$ cat src/rtl/ahb_mtx_pkg.sv
// ahb_mtx_pkg
//   Shared AHB encodings for the bus-matrix output-stage logic.
//   htrans_e / hburst_e : AMBA AHB transfer-type and burst-type codes.
//   burst_len_m1()      : number of beats left after the first beat of a
//                         fixed-length burst. SINGLE and INCR return 0
//                         because their length is not known in advance.
package ahb_mtx_pkg;

   typedef enum logic [1:0] {
      HTRANS_IDLE   = 2'd0,
      HTRANS_BUSY   = 2'd1,
      HTRANS_NONSEQ = 2'd2,
      HTRANS_SEQ    = 2'd3
   } htrans_e;

   typedef enum logic [2:0] {
      HBURST_SINGLE = 3'd0,
      HBURST_INCR   = 3'd1,
      HBURST_WRAP4  = 3'd2,
      HBURST_INCR4  = 3'd3,
      HBURST_WRAP8  = 3'd4,
      HBURST_INCR8  = 3'd5,
      HBURST_WRAP16 = 3'd6,
      HBURST_INCR16 = 3'd7
   } hburst_e;

   function automatic logic [3:0] burst_len_m1(input logic [2:0] hburst);
      logic [3:0] len_m1;
      case (hburst_e'(hburst))
         HBURST_WRAP4,  HBURST_INCR4:  len_m1 = 4'd3;
         HBURST_WRAP8,  HBURST_INCR8:  len_m1 = 4'd7;
         HBURST_WRAP16, HBURST_INCR16: len_m1 = 4'd15;
         default:                      len_m1 = 4'd0;
      endcase
      return len_m1;
   endfunction

endpackage

$ cat src/rtl/ahb_mtx_rr_pick.sv
// ahb_mtx_rr_pick
//   Combinational round-robin picker. The search starts at last_grant+1 and
//   wraps, so the most recently granted port has the lowest priority.
//   eligible   in  NUM_PORTS  ports that may be granted
//   last_grant in  SEL_W      port granted by the previous arbitration
//   winner     out SEL_W      selected port (0 when nothing is eligible)
//   any_valid  out 1          at least one port is eligible
module ahb_mtx_rr_pick #(
   parameter int NUM_PORTS = 4,
   parameter int SEL_W     = 3
) (
   input  logic [NUM_PORTS-1:0] eligible,
   input  logic [SEL_W-1:0]     last_grant,
   output logic [SEL_W-1:0]     winner,
   output logic                 any_valid
);

   localparam int unsigned NP = NUM_PORTS;

   // Distance of port p from the search start (last_grant+1), modulo NP.
   // The caller keeps last_grant below NP, so the sum stays in [0, 2*NP).
   function automatic int unsigned rr_dist(input int unsigned p, input int unsigned lg);
      int unsigned d;
      d = p + NP - 1 - lg;
      if (d >= NP) d = d - NP;
      return d;
   endfunction

   int unsigned best_d;

   always_comb begin
      winner    = '0;
      any_valid = 1'b0;
      best_d    = NP;
      for (int unsigned p = 0; p < NP; p++) begin
         if (eligible[p] && (rr_dist(p, 32'(last_grant)) < best_d)) begin
            best_d    = rr_dist(p, 32'(last_grant));
            winner    = SEL_W'(p);
            any_valid = 1'b1;
         end
      end
   end

endmodule

$ cat src/rtl/ahb_mtx_arb_rr_burst.sv
// ahb_mtx_arb_rr_burst
//   Round-robin output-stage arbiter for one AHB bus-matrix slave port. The
//   grant is held for locked sequences and for the remaining beats of
//   fixed-length bursts.
//   HCLK, HRESETn       clock, asynchronous active-low reset
//   req_port            per-input-port request for this output
//   HREADYM             output transfer done; all state advances only when 1
//   HSELM/HTRANSM/
//   HBURSTM/HMASTLOCKM  transfer currently driven on the output
//   addr_in_port        selected input port (registered)
//   no_port             no input port selected (registered)
//   burst_hold          grant held by the burst/lock rule (combinational)
module ahb_mtx_arb_rr_burst
   import ahb_mtx_pkg::*;
#(
   parameter int NUM_PORTS = 4,
   parameter int SEL_W     = 3
) (
   input  logic                 HCLK,
   input  logic                 HRESETn,
   input  logic [NUM_PORTS-1:0] req_port,
   input  logic                 HREADYM,
   input  logic                 HSELM,
   input  logic [1:0]           HTRANSM,
   input  logic [2:0]           HBURSTM,
   input  logic                 HMASTLOCKM,
   output logic [SEL_W-1:0]     addr_in_port,
   output logic                 no_port,
   output logic                 burst_hold
);

   logic [SEL_W-1:0]     addr_in_port_q, addr_in_port_d;
   logic                 no_port_q, no_port_d;
   logic [SEL_W-1:0]     last_grant_q, last_grant_d;
   logic [3:0]           beat_cnt_q, beat_cnt_d;
   logic [3:0]           rem_now;
   logic                 cur_active;
   logic [NUM_PORTS-1:0] eligible;
   logic [SEL_W-1:0]     rr_winner;
   logic                 rr_any;

   // Beats still owed after the transfer on the output now. A NONSEQ reloads
   // from the burst type and IDLE clears, so an early-terminated burst leaves
   // no stale hold behind.
   always_comb begin
      rem_now = '0;
      if (HSELM) begin
         case (htrans_e'(HTRANSM))
            HTRANS_NONSEQ: rem_now = burst_len_m1(HBURSTM);
            HTRANS_SEQ:    rem_now = (beat_cnt_q == '0) ? '0 : beat_cnt_q - 4'd1;
            HTRANS_BUSY:   rem_now = beat_cnt_q;
            default:       rem_now = '0;
         endcase
      end
   end

   assign burst_hold = HMASTLOCKM | (HSELM & (rem_now != '0));

   // The port owning the live transfer stays eligible even if its request
   // has already dropped, so it can compete for the next beat.
   assign cur_active = HSELM & (HTRANSM != HTRANS_IDLE);

   always_comb begin
      eligible = '0;
      for (int unsigned p = 0; p < NUM_PORTS; p++) begin
         eligible[p] = req_port[p] | (cur_active & (addr_in_port_q == SEL_W'(p)));
      end
   end

   ahb_mtx_rr_pick #(
      .NUM_PORTS (NUM_PORTS),
      .SEL_W     (SEL_W)
   ) u_rr_pick (
      .eligible   (eligible),
      .last_grant (last_grant_q),
      .winner     (rr_winner),
      .any_valid  (rr_any)
   );

   always_comb begin
      addr_in_port_d = addr_in_port_q;
      no_port_d      = no_port_q;
      last_grant_d   = last_grant_q;
      beat_cnt_d     = beat_cnt_q;
      if (HREADYM) begin
         beat_cnt_d = rem_now;
         if (burst_hold) begin
            no_port_d = 1'b0;
         end else if (rr_any) begin
            addr_in_port_d = rr_winner;
            last_grant_d   = rr_winner;
            no_port_d      = 1'b0;
         end else begin
            no_port_d = ~HSELM;
         end
      end
   end

   always_ff @(posedge HCLK or negedge HRESETn) begin
      if (!HRESETn) begin
         addr_in_port_q <= '0;
         no_port_q      <= 1'b1;
         last_grant_q   <= SEL_W'(NUM_PORTS - 1);
         beat_cnt_q     <= '0;
      end else begin
         addr_in_port_q <= addr_in_port_d;
         no_port_q      <= no_port_d;
         last_grant_q   <= last_grant_d;
         beat_cnt_q     <= beat_cnt_d;
      end
   end

   assign addr_in_port = addr_in_port_q;
   assign no_port      = no_port_q;

endmodule

$ cat config.mk
export PLATFORM = sky130hd
export DESIGN_NAME = ahb_mtx_arb_rr_burst
export DESIGN_NICKNAME = d
export VERILOG_FILES = /design/src/rtl/ahb_mtx_pkg.sv /design/src/rtl/ahb_mtx_rr_pick.sv /design/src/rtl/ahb_mtx_arb_rr_burst.sv
export SDC_FILE = /design/constraint.sdc
export NUM_CORES = 1
export LEC_CHECK = 0
export CAP_MARGIN = 20
export CORE_MARGIN = 5
export CORE_UTILIZATION = 50
export CTS_BUF_LIST = sky130_fd_sc_hd__clkbuf_4 sky130_fd_sc_hd__clkbuf_8
export CTS_CLUSTER_DIAMETER = 50
export DETAILED_ROUTE_END_ITERATION = 10
export DONT_BUFFER_PORTS = 1
export PLACE_DENSITY = 0.67
export RECOVER_POWER = 25
export SYNTH_ARGS = -nofsm -noshare
export SYNTH_HDL_FRONTEND = slang
export SYNTH_SLANG_ARGS = --single-unit
$ cat constraint.sdc
create_clock -name HCLK -period 5.4 [get_ports HCLK]
set_input_delay 1.62 -clock HCLK [delete_from_list [all_inputs] [get_ports HCLK]]
set_output_delay 1.62 -clock HCLK [all_outputs]
set_load 0.01 [all_outputs]
; ---- After elaboration in Yosys (flattened, before gate mapping)
; Cells that the tools add are included.
[classes]
add_sub_neg = 9
n_eq_ne = 12
muxes = 20
magnitude_cmp = 8
n_reduce_logical = 12
bitwise = 13
[ops]
columns = cell, count
row1 = $mux 32, 7
row2 = $ge 32x3->1 const B, 4
row3 = $sub 32x3->32 const B, 4
row4 = $lt 32x32->1, 3
row5 = $lt 32x3->1 const B, 1
row6 = $pmux 4 s3, 2
row7 = $eq 3x2->1 const B, 4
row8 = $eq 3x3->1 const B, 4
row9 = $sub 3x3->4 const A, 3
row10 = $mux 4, 2
row11 = $mux 1, 7
row12 = $and 1x1->1, 6
row13 = $reduce_or 2->1, 3
row14 = $or 1x1->1, 5
row15 = $eq 2x2->1 const B, 2
row16 = $logic_and 1x1->1, 4
row17 = $logic_not 4->1, 1
row18 = $mux 2, 2
row19 = $reduce_bool 4->1, 1
row20 = $sub 2x3->4 const A, 1
row21 = $sub 4x1->4 const B, 1
row22 = $eq 3x1->1 const B, 1
row23 = $logic_not 3->1, 1
row24 = $reduce_and 3->1, 1
row25 = other kinds (3), 4
[totals]
wordCells = 78
in_bits = 14
register_bits = 11
out_inout_bits = 5

; ---- Logic depth before layout (Yosys ltp)
; Gate-level depths: netlist (run 1).
[logic_depth]
word_depth = 17
depth_mapped = 20

; ---- Hierarchy
; A second synthesis (run 1) with hierarchy kept.
[hier_totals]
hier_cells = 145
hier_area_um2 = 1276.2
[modules_own_cells]
columns = mod, area_each_um2, instances, cells_each
row1 = ahb_mtx_arb_rr_burst, 680.7, 1, 72
row2 = ahb_mtx_rr_pick, 595.6, 1, 73

; ---- Worst setup path after synthesis (run 1)
; No wires, ideal clock.
[synth_timing]
path_kind = input to register
start = input HTRANSM[0]
end = register addr_in_port_q[1] (netlist: addr_in_port[1])
path_stages = 20
setup_ns = 0.064
t_arrival_ns = 4.771
required_ns = 5.336
path_buffers = 0
slack_ns = 0.564
cell_sequence = o21a_2 a21oi_2 nor2_1 inv_1 ha_1 nand2_1 o311a_1 mux2i_1 ha_1 a211o_1 nor2_1 nand2_1 nand2_1 o21ai_0 ha_1 a211o_1 a211oi_1 o31ai_1 a21oi_1 a21o_1
[synth_via]
elab_chain_cells = 16
word_cells_on_any_way = 36
cone_classes = order compare: 3 / eq/ne: 3 / mux: 11 / bitwise: 12 / reduce/logical: 7
[synth_rtl]
columns = element, line_no
row1 = from (decl), ahb_mtx_arb_rr_burst.sv:24  ; input logic [1:0] HTRANSM,
row2 = $reduce_bool 2->1, ahb_mtx_arb_rr_burst.sv:61  ; assign cur_active = HSELM & (HTRANSM != HTRANS_IDLE);
row3 = $and 1x1->1, ahb_mtx_arb_rr_burst.sv:61
row4 = $and 1x1->1, ahb_mtx_arb_rr_burst.sv:66  ; eligible[p] = req_port[p] | (cur_active & (addr_in_port_q == SEL_W'(p)));
row5 = $or 1x1->1, ahb_mtx_arb_rr_burst.sv:66
row6 = $logic_and 1x1->1, ahb_mtx_rr_pick.sv:36  ; if (eligible[p] && (rr_dist(p, 32'(last_grant)) < best_d)) begin
row7 = $mux 32, ahb_mtx_rr_pick.sv:36
row8 = $lt 32x32->1, ahb_mtx_rr_pick.sv:36
row9 = $logic_and 1x1->1, ahb_mtx_rr_pick.sv:36
row10 = $mux 32, ahb_mtx_rr_pick.sv:36
row11 = $lt 32x32->1, ahb_mtx_rr_pick.sv:36
row12 = $logic_and 1x1->1, ahb_mtx_rr_pick.sv:36
row13 = $mux 32, ahb_mtx_rr_pick.sv:36
row14 = $lt 32x32->1, ahb_mtx_rr_pick.sv:36
row15 = $logic_and 1x1->1, ahb_mtx_rr_pick.sv:36
row16 = $mux 1, ahb_mtx_rr_pick.sv:36
row17 = $reduce_and 3->1 (no line), --
row18 = to (signal assigned), ahb_mtx_arb_rr_burst.sv:106  ; addr_in_port_q <= addr_in_port_d;
row19 = to (decl), ahb_mtx_arb_rr_burst.sv:32  ; logic [SEL_W-1:0] addr_in_port_q, addr_in_port_d;
; Several ways; a longest one is shown, not always the timed one.
; A chain may end at the register's enable or synchronous reset.

; ---- Worst setup path after layout (run 1)
[layout_timing]
start = input HTRANSM[0]
end = register last_grant_q[1]
[layout_via]
elab_chain_cells = 16
word_cells_on_any_way = 36
cone_classes = order compare: 3 / eq/ne: 3 / mux: 11 / bitwise: 12 / reduce/logical: 7
[layout_rtl]
columns = element, line_no
row1 = $reduce_bool 2->1, ahb_mtx_arb_rr_burst.sv:61
row2 = $and 1x1->1, ahb_mtx_arb_rr_burst.sv:61
row3 = $and 1x1->1, ahb_mtx_arb_rr_burst.sv:66
row4 = $or 1x1->1, ahb_mtx_arb_rr_burst.sv:66
row5 = $logic_and 1x1->1, ahb_mtx_rr_pick.sv:36
row6 = $mux 32, ahb_mtx_rr_pick.sv:36
row7 = $lt 32x32->1, ahb_mtx_rr_pick.sv:36
row8 = $logic_and 1x1->1, ahb_mtx_rr_pick.sv:36
row9 = $mux 32, ahb_mtx_rr_pick.sv:36
row10 = $lt 32x32->1, ahb_mtx_rr_pick.sv:36
row11 = $logic_and 1x1->1, ahb_mtx_rr_pick.sv:36
row12 = $mux 32, ahb_mtx_rr_pick.sv:36
row13 = $lt 32x32->1, ahb_mtx_rr_pick.sv:36
row14 = $logic_and 1x1->1, ahb_mtx_rr_pick.sv:36
row15 = $mux 1, ahb_mtx_rr_pick.sv:36
row16 = $reduce_and 3->1 (no line), --
row17 = to (signal assigned), ahb_mtx_arb_rr_burst.sv:103  ; last_grant_q <= SEL_W'(NUM_PORTS - 1);
row18 = to (signal assigned), ahb_mtx_arb_rr_burst.sv:108  ; last_grant_q <= last_grant_d;
row19 = to (decl), ahb_mtx_arb_rr_burst.sv:34  ; logic [SEL_W-1:0] last_grant_q, last_grant_d;
; Several ways; a longest one is shown, not always the timed one.

==> results of run 1 <==
-- through the flow --
step | hold slack (ps) | worst slack [ps]
after floorplan | 535 | 564
after global placement | 567 | 221
after detailed placement | 566 | 168
after CTS | 575 | 439
after global routing | 599 | 176
final | 569 | 363
-- synth_stat cells (2+ instances only) --
library cell | number | area share
dfstp_2 | 3 | 0.077
nand2b_1 | 2 | 0.012
o21ai_0 | 5 | 0.025
o211ai_1 | 2 | 0.015
a21oi_1 | 4 | 0.020
a211o_1 | 2 | 0.017
dfrtp_1 | 6 | 0.15
or2b_2 | 2 | 0.017
a31oi_1 | 2 | 0.012
nor2_1 | 4 | 0.015
o21ai_1 | 3 | 0.015
nor2b_1 | 4 | 0.025
and2_1 | 2 | 0.012
inv_1 | 12 | 0.044
conb_1 | 2 | 0.0074
o41ai_2 | 2 | 0.032
o2bb2ai_1 | 2 | 0.017
nand2_1 | 10 | 0.037
mux2i_1 | 3 | 0.029
a21o_1 | 2 | 0.015
ha_1 | 14 | 0.17
nor3_1 | 4 | 0.020
-- power by group through the flow --
stage / registers, mW / clock network (mW) / logic (mW)
2_1_floorplan: 0.122 / 0 / 0.223
3_3_place_gp: 0.134 / 0 / 0.264
3_5_place_dp: 0.133 / 0 / 0.270
4_1_cts: 0.132 / 0.0573 / 0.272
5_1_grt: 0.138 / 0.0616 / 0.312
6_report: 0.132 / 0.0538 / 0.273
-- kinds of logic (layout without fill, tap and decap cells) --
family	count (synthesis)	after routing
AO/OA/AOI/OAI	39	39
adder cells (fa/ha/maj)	14	14
XOR/XNOR	1	1
buffers and inverters	14	17
flip-flops	9	9
other	2	4
AND/OR/NAND/NOR	35	35
multiplexers	3	3
-- final timing paths --
check,startpoint,end,slack [ps],depth (start not counted)
worst max-delay path,HTRANSM[0],last_grant_q[1]$_DFFE_PN1P_,360,20
min in group asynchronous,HRESETn,addr_in_port[0]$_DFFE_PN0P_,1060,0
worst min-delay path,last_grant_q[1]$_DFFE_PN1P_,last_grant_q[1]$_DFFE_PN1P_,570,1
worst min register to register,last_grant_q[1]$_DFFE_PN1P_,last_grant_q[1]$_DFFE_PN1P_,570,1
worst max register to register,last_grant_q[0]$_DFFE_PN1P_,last_grant_q[1]$_DFFE_PN1P_,1070,18
max in group asynchronous,HRESETn,no_port$_DFFE_PN1P_,4180,0
-- sequential cells by signal, summed over array words and instances, names as in the netlist --
register and flops:
addr_in_port 2, beat_cnt_q 4, last_grant_q 2, no_port 1
-- routing by layer --
| metal | vias up | part of all wire | global-route usage |
|---|---|---|---|
| li1 | 434 | - | - |
| met5 | - | 0 | 0 |
| met2 | 34 | 0.43 | 0.252 |
| met3 | 4 | 0.097 | 0.0375 |
| met4 | 0 | 0.013 | 0.0850 |
| met1 | 408 | 0.46 | 0.194 |
-- cell type report --
type / instances / area, sq um / area share
clock buffer: 4 / 30.0 / 0.0279
inverter: 12 / 45.0 / 0.0419
multi-input combinational: 96 / 731 / 0.679
sequential: 9 / 229 / 0.213
tap: 27 / 33.8 / 0.0314
timing repair buffer: 1 / 7.51 / 0.00698
==> results.yml, run 1 <==
floorplanning:
  die_height_microns: 55.1
  core_sq_um: 1940
  initial_core_util: 0.524
  std_cell_rows: 16
  dieWidth_microns: 55.1
  die_area_sq_um: 3040
  io_pins: 19
clock_tree:
  cts_hold_buf: 0
  cts-buffers-inserted: 3
  clk_pin_slew_worst_paths_ps: 50
  clock_latency_ps: 250
  postCtsResizedCells: 0
  post_cts_buffers: 0
  cts.sinks: 9
  h-tree-depth: 1
  clockRootBuffer: "clkbuf_4"
  clock_path_buffers: 2
  cts_tree: "done"
synth:
  synthMuxAreaShare: 0.0295
  synth_fa_ha_area_frac: 0.172
  ys.flop_type: "dfrtp_1"
  synthArstFlopShare: 1.00
  syn_area_per_cell_sq_um: 8.70
  yosys.area_share.simple: 0.189
  synth_seq_area_share: 0.225
  synthCells: 117
  synth_cell_type_count: 47
  ys_ff_latch: 9
  synth_top_family_by_area: "compound AO/OA/AOI/OAI gates"
  yosysWarnings: 0
  synth-compound-area-share: 0.303
  synth_edf_count: 0
  synth_area_sq_um: 1020
  synth-xor-area-share: 0.00860
place:
  io_buffers: 0
  placedCellCount: 145
  place_hpwl_microns: 1770
  gp_congestion: 0.863
  dpl-instance-area_sq_um: 1050
flow_run:
  cap_violations: 0
worst_setup_path:
  slowest_delay_ps: 320
  crit_arrival_ps: 5240
  crit_type: "input port to flip-flop"
  cp_top_family: "compound AO/OA/AOI/OAI gates"
  worst_setup_path_end_kind: "flip-flop"
  critical_path.slowest_cell: "o311a_1"
  start_kind: "input port"
  crit_required_ps: 5600
  cp_num_buf_inv: 1
  path_cells: "o21a_2, a21oi_2, nor2_1, inv_1, ha_1, nand2_1, o311a_1, mux2i_1, ha_1, a211o_1, nor2_1, nand2_1, nand2_1, o21ai_0, ha_1, a211o_1, a211oi_1, o31ai_1, a21oi_1, a21o_1"
  critPathMaxFanout: 8
finish:
  layout-drive-gt1-share: 0.156
  antenna_cells: 0
  design_area_sq_um: 1080
  area_growth_pct: 5.65
  layout_commonest_cell: "ha_1"
  n_fill_cell: 199
  final_cells: 149
  final_cell_mix: "14 x ha_1, 12 x inv_1, 10 x nand2_1"
  fin_util: 0.554
  final_nets: 151
detailed_routing:
  drt_iter0_markers: 19
  viasPerCell: 5.91
  antenna_left: 0
  wl_per_cell_microns: 14.0
  route.detailed.drc: 0
  routed_wl_microns: 2090
  dr.pass1.iters: 4
  num_vias: 880
sta:
  final_max_slew_viol_count: 0
  finalSetupViolCount: 0
  clock_skew_ps: 2.59
  period_share: 0.933
  fin_crit_ps: 5040
  hold_violations: 0
  grt_setup_unrepaired: "false"
  fin_setup_tns_ps: 0
  fmax_mhz: 199
power:
  p_per_area_nw_per_um2: 426
  p_total_mw: 0.458
  p_leak_nw: 0.495
  p_int_mw: 0.246
  seqPwrFrac: 0.287
  vdd_drop_max_uv: 274
  power.switching_mw: 0.213
  pwr-share-clk: 0.117
  power_frac_comb: 0.595
  switching_share: 0.464
global_routing:
  grt_use_total: 0.158
  antenna_found_initial: 0
  grt_max_degree: 10
  grt_pass1_wl_microns: 3380
  first_global_vias: 802
  globalRouteOverflowTotal: 0
outcome:
  status: "finished, final reports clean"
hold_path:
  hold_class: "flip-flop to flip-flop"
Power figures use the tool's default switching activity.
==> run 2, diff against run 1 <==
--- a/config.mk
+++ b/config.mk
@@ -14,6 +14,7 @@
 export DONT_BUFFER_PORTS = 1
 export PLACE_DENSITY = 0.67
 export RECOVER_POWER = 25
+export REMOVE_ABC_BUFFERS = 1
 export SYNTH_ARGS = -nofsm -noshare
 export SYNTH_HDL_FRONTEND = slang
 export SYNTH_SLANG_ARGS = --single-unit
==> run 2 against run 1 <==
Net effect: non-clock buffer count is the same; critical path depth unchanged; count of clock-buffer cells in the layout stayed put; cell area unchanged; worst hold slack improved by 12 ps; clock power down 2%; die area is the same; worst setup slack improved by 57 ps; clock skew barely moved; power is 0.23% higher; first-iteration DRC count decreased by 47%; register-to-register slack better by 40 ps.
==> results.yml, run 2 (synthesized netlist as in run 1, its figures left out) <==
finish:
  final_cells: 149
  design_area_sq_um: 1080
  regMostFlops: "beat_cnt_q"
  fin_util: 0.554
  n_fill_cell: 194
  area_growth_pct: 5.65
  layout_commonest_cell: "ha_1"
  largest_reg_flops: 4
  antenna_cells: 0
  final_cell_mix: "14 x ha_1, 12 x inv_1, 10 x nand2_1"
  multiInputGateArea_sq_um: 731
  layout-drive-gt1-share: 0.156
  regArea_sq_um: 229
  final_nets: 151
detailed_routing:
  antenna_left: 0
  routed_wl_microns: 2000
  viasPerCell: 5.64
  wl_per_cell_microns: 13.4
  dr.pass1.iters: 4
  num_vias: 840
  drt_iter0_markers: 10
  route.detailed.drc: 0
clock_tree:
  cts_hold_buf: 0
  cts-buffers-inserted: 3
  post_cts_buffers: 0
  cts_tree: "done"
  clock_path_buffers: 2
  postCtsResizedCells: 0
  clock_latency_ps: 250
  cts.sinks: 9
  h-tree-depth: 1
  clk_pin_slew_worst_paths_ps: 50
  clockRootBuffer: "clkbuf_4"
power:
  vdd_drop_max_uv: 279
  power.switching_mw: 0.214
  p_per_area_nw_per_um2: 427
  seqPwrFrac: 0.292
  p_leak_nw: 0.495
  p_total_mw: 0.459
  p_int_mw: 0.246
  switching_share: 0.465
  pwr-share-clk: 0.114
  power_frac_comb: 0.594
sta:
  clock_skew_ps: 2.54
  fin_crit_ps: 4980
  fin_setup_tns_ps: 0
  period_share: 0.922
  grt_setup_unrepaired: "false"
  hold_slack_ps: 581
  finalSetupViolCount: 0
  post-route-worst-setup-slack_ps: 420
  final_max_slew_viol_count: 0
  fmax_mhz: 201
  hold_violations: 0
global_routing:
  first_global_vias: 837
  globalRouteOverflowTotal: 0
  antenna_found_initial: 0
  grt_pass1_wl_microns: 3400
  grt_use_total: 0.156
  grt_max_degree: 10
floorplanning:
  core_sq_um: 1940
  die_height_microns: 55.1
  initial_core_util: 0.524
  die_area_sq_um: 3040
  std_cell_rows: 16
  io_pins: 19
  dieWidth_microns: 55.1
place:
  gp_congestion: 0.882
  pre_cts_slack_ps: 182
  place_hpwl_microns: 1720
  io_buffers: 0
  dpl-instance-area_sq_um: 1050
  placedCellCount: 145
hold_path:
  hold_path_end: "last_grant_q[1]$_DFFE_PN1P_"
  hold_class: "flip-flop to flip-flop"
  holdPathStages: 1
  hp-start: "last_grant_q[1]$_DFFE_PN1P_"
worst_setup_path:
  crit_required_ps: 5590
  critPathMaxFanout: 8
  reg2reg_to: "last_grant_q[1]$_DFFE_PN1P_"
  crit_arrival_ps: 5170
  crit_type: "input port to flip-flop"
  r2r-start: "last_grant_q[0]$_DFFE_PN1P_"
  r2r_cells: 18
  worst_setup_path_end_kind: "flip-flop"
  r2r_slack_ps: 1110
  start_kind: "input port"
outcome:
  status: "finished, final reports clean"
flow_run:
  cap_violations: 0
run 2: cell counts in the layout (fill, tap and decap cells not counted):
Identical to the previous run, type by type.
run 2: how the worst max path moves through the flow:
stage                    start                     endpoint
finish              HTRANSM[0]  last_grant_q[1]$_DFFE_PN1P_
detailed placement  HTRANSM[0]  last_grant_q[1]$_DFFE_PN1P_
global route        HTRANSM[0]  addr_in_port[1]$_DFFE_PN0P_
floorplan           HTRANSM[0]  addr_in_port[1]$_DFFE_PN0P_
global placement    HTRANSM[0]  last_grant_q[1]$_DFFE_PN1P_
CTS                 HTRANSM[0]  last_grant_q[1]$_DFFE_PN1P_
run 2: final cells by class:
type                    instances  share of cell area
clock buffers                   4              0.0279
inverters                      12              0.0419
multi-input cells              96               0.679
flip-flops and latches          9               0.213
well taps                      27              0.0314
repair buffers                  1             0.00698
run 2: power groups by stage:
stage	Combinational [mW]	Sequential (mW)	Clock, mW
2_1_floorplan	0.221	0.122	0
3_3_place_gp	0.264	0.133	0
3_5_place_dp	0.273	0.135	0
4_1_cts	0.276	0.134	0.0554
5_1_grt	0.317	0.139	0.0621
6_report	0.273	0.134	0.0525
run 2: routing by layer:
metal	up-vias	share of wire	GRT usage	wire (microns)
met1	389	0.48	0.201	958
met4	0	0.0065	0.0769	13
met2	16	0.46	0.240	930
met3	2	0.049	0.0402	99
li1	433	-	-	-
met5	-	0	0	0
run 2: critical path, stage by stage:
cell and delay (ps):
o21a_2 180, a21oi_2 80, nor2_1 120, inv_1 60
ha_1 280, nand2_1 50, o311a_1 310, mux2i_1 160
ha_1 190, a211o_1 310, nor2_1 220, nand2_1 160
nand2_1 90, o21ai_0 80, ha_1 190, a211o_1 290
a211oi_1 320, o31ai_1 130, a21oi_1 210, a21o_1 120
==> run 3, diff against run 2 <==
--- a/config.mk
+++ b/config.mk
@@ -15,6 +15,7 @@
 export PLACE_DENSITY = 0.67
 export RECOVER_POWER = 25
 export REMOVE_ABC_BUFFERS = 1
+export SLEW_MARGIN = 20
 export SYNTH_ARGS = -nofsm -noshare
 export SYNTH_HDL_FRONTEND = slang
 export SYNTH_SLANG_ARGS = --single-unit
==> results of run 3 <==
Final layout, timing and power as in run 2 (identical DEF).
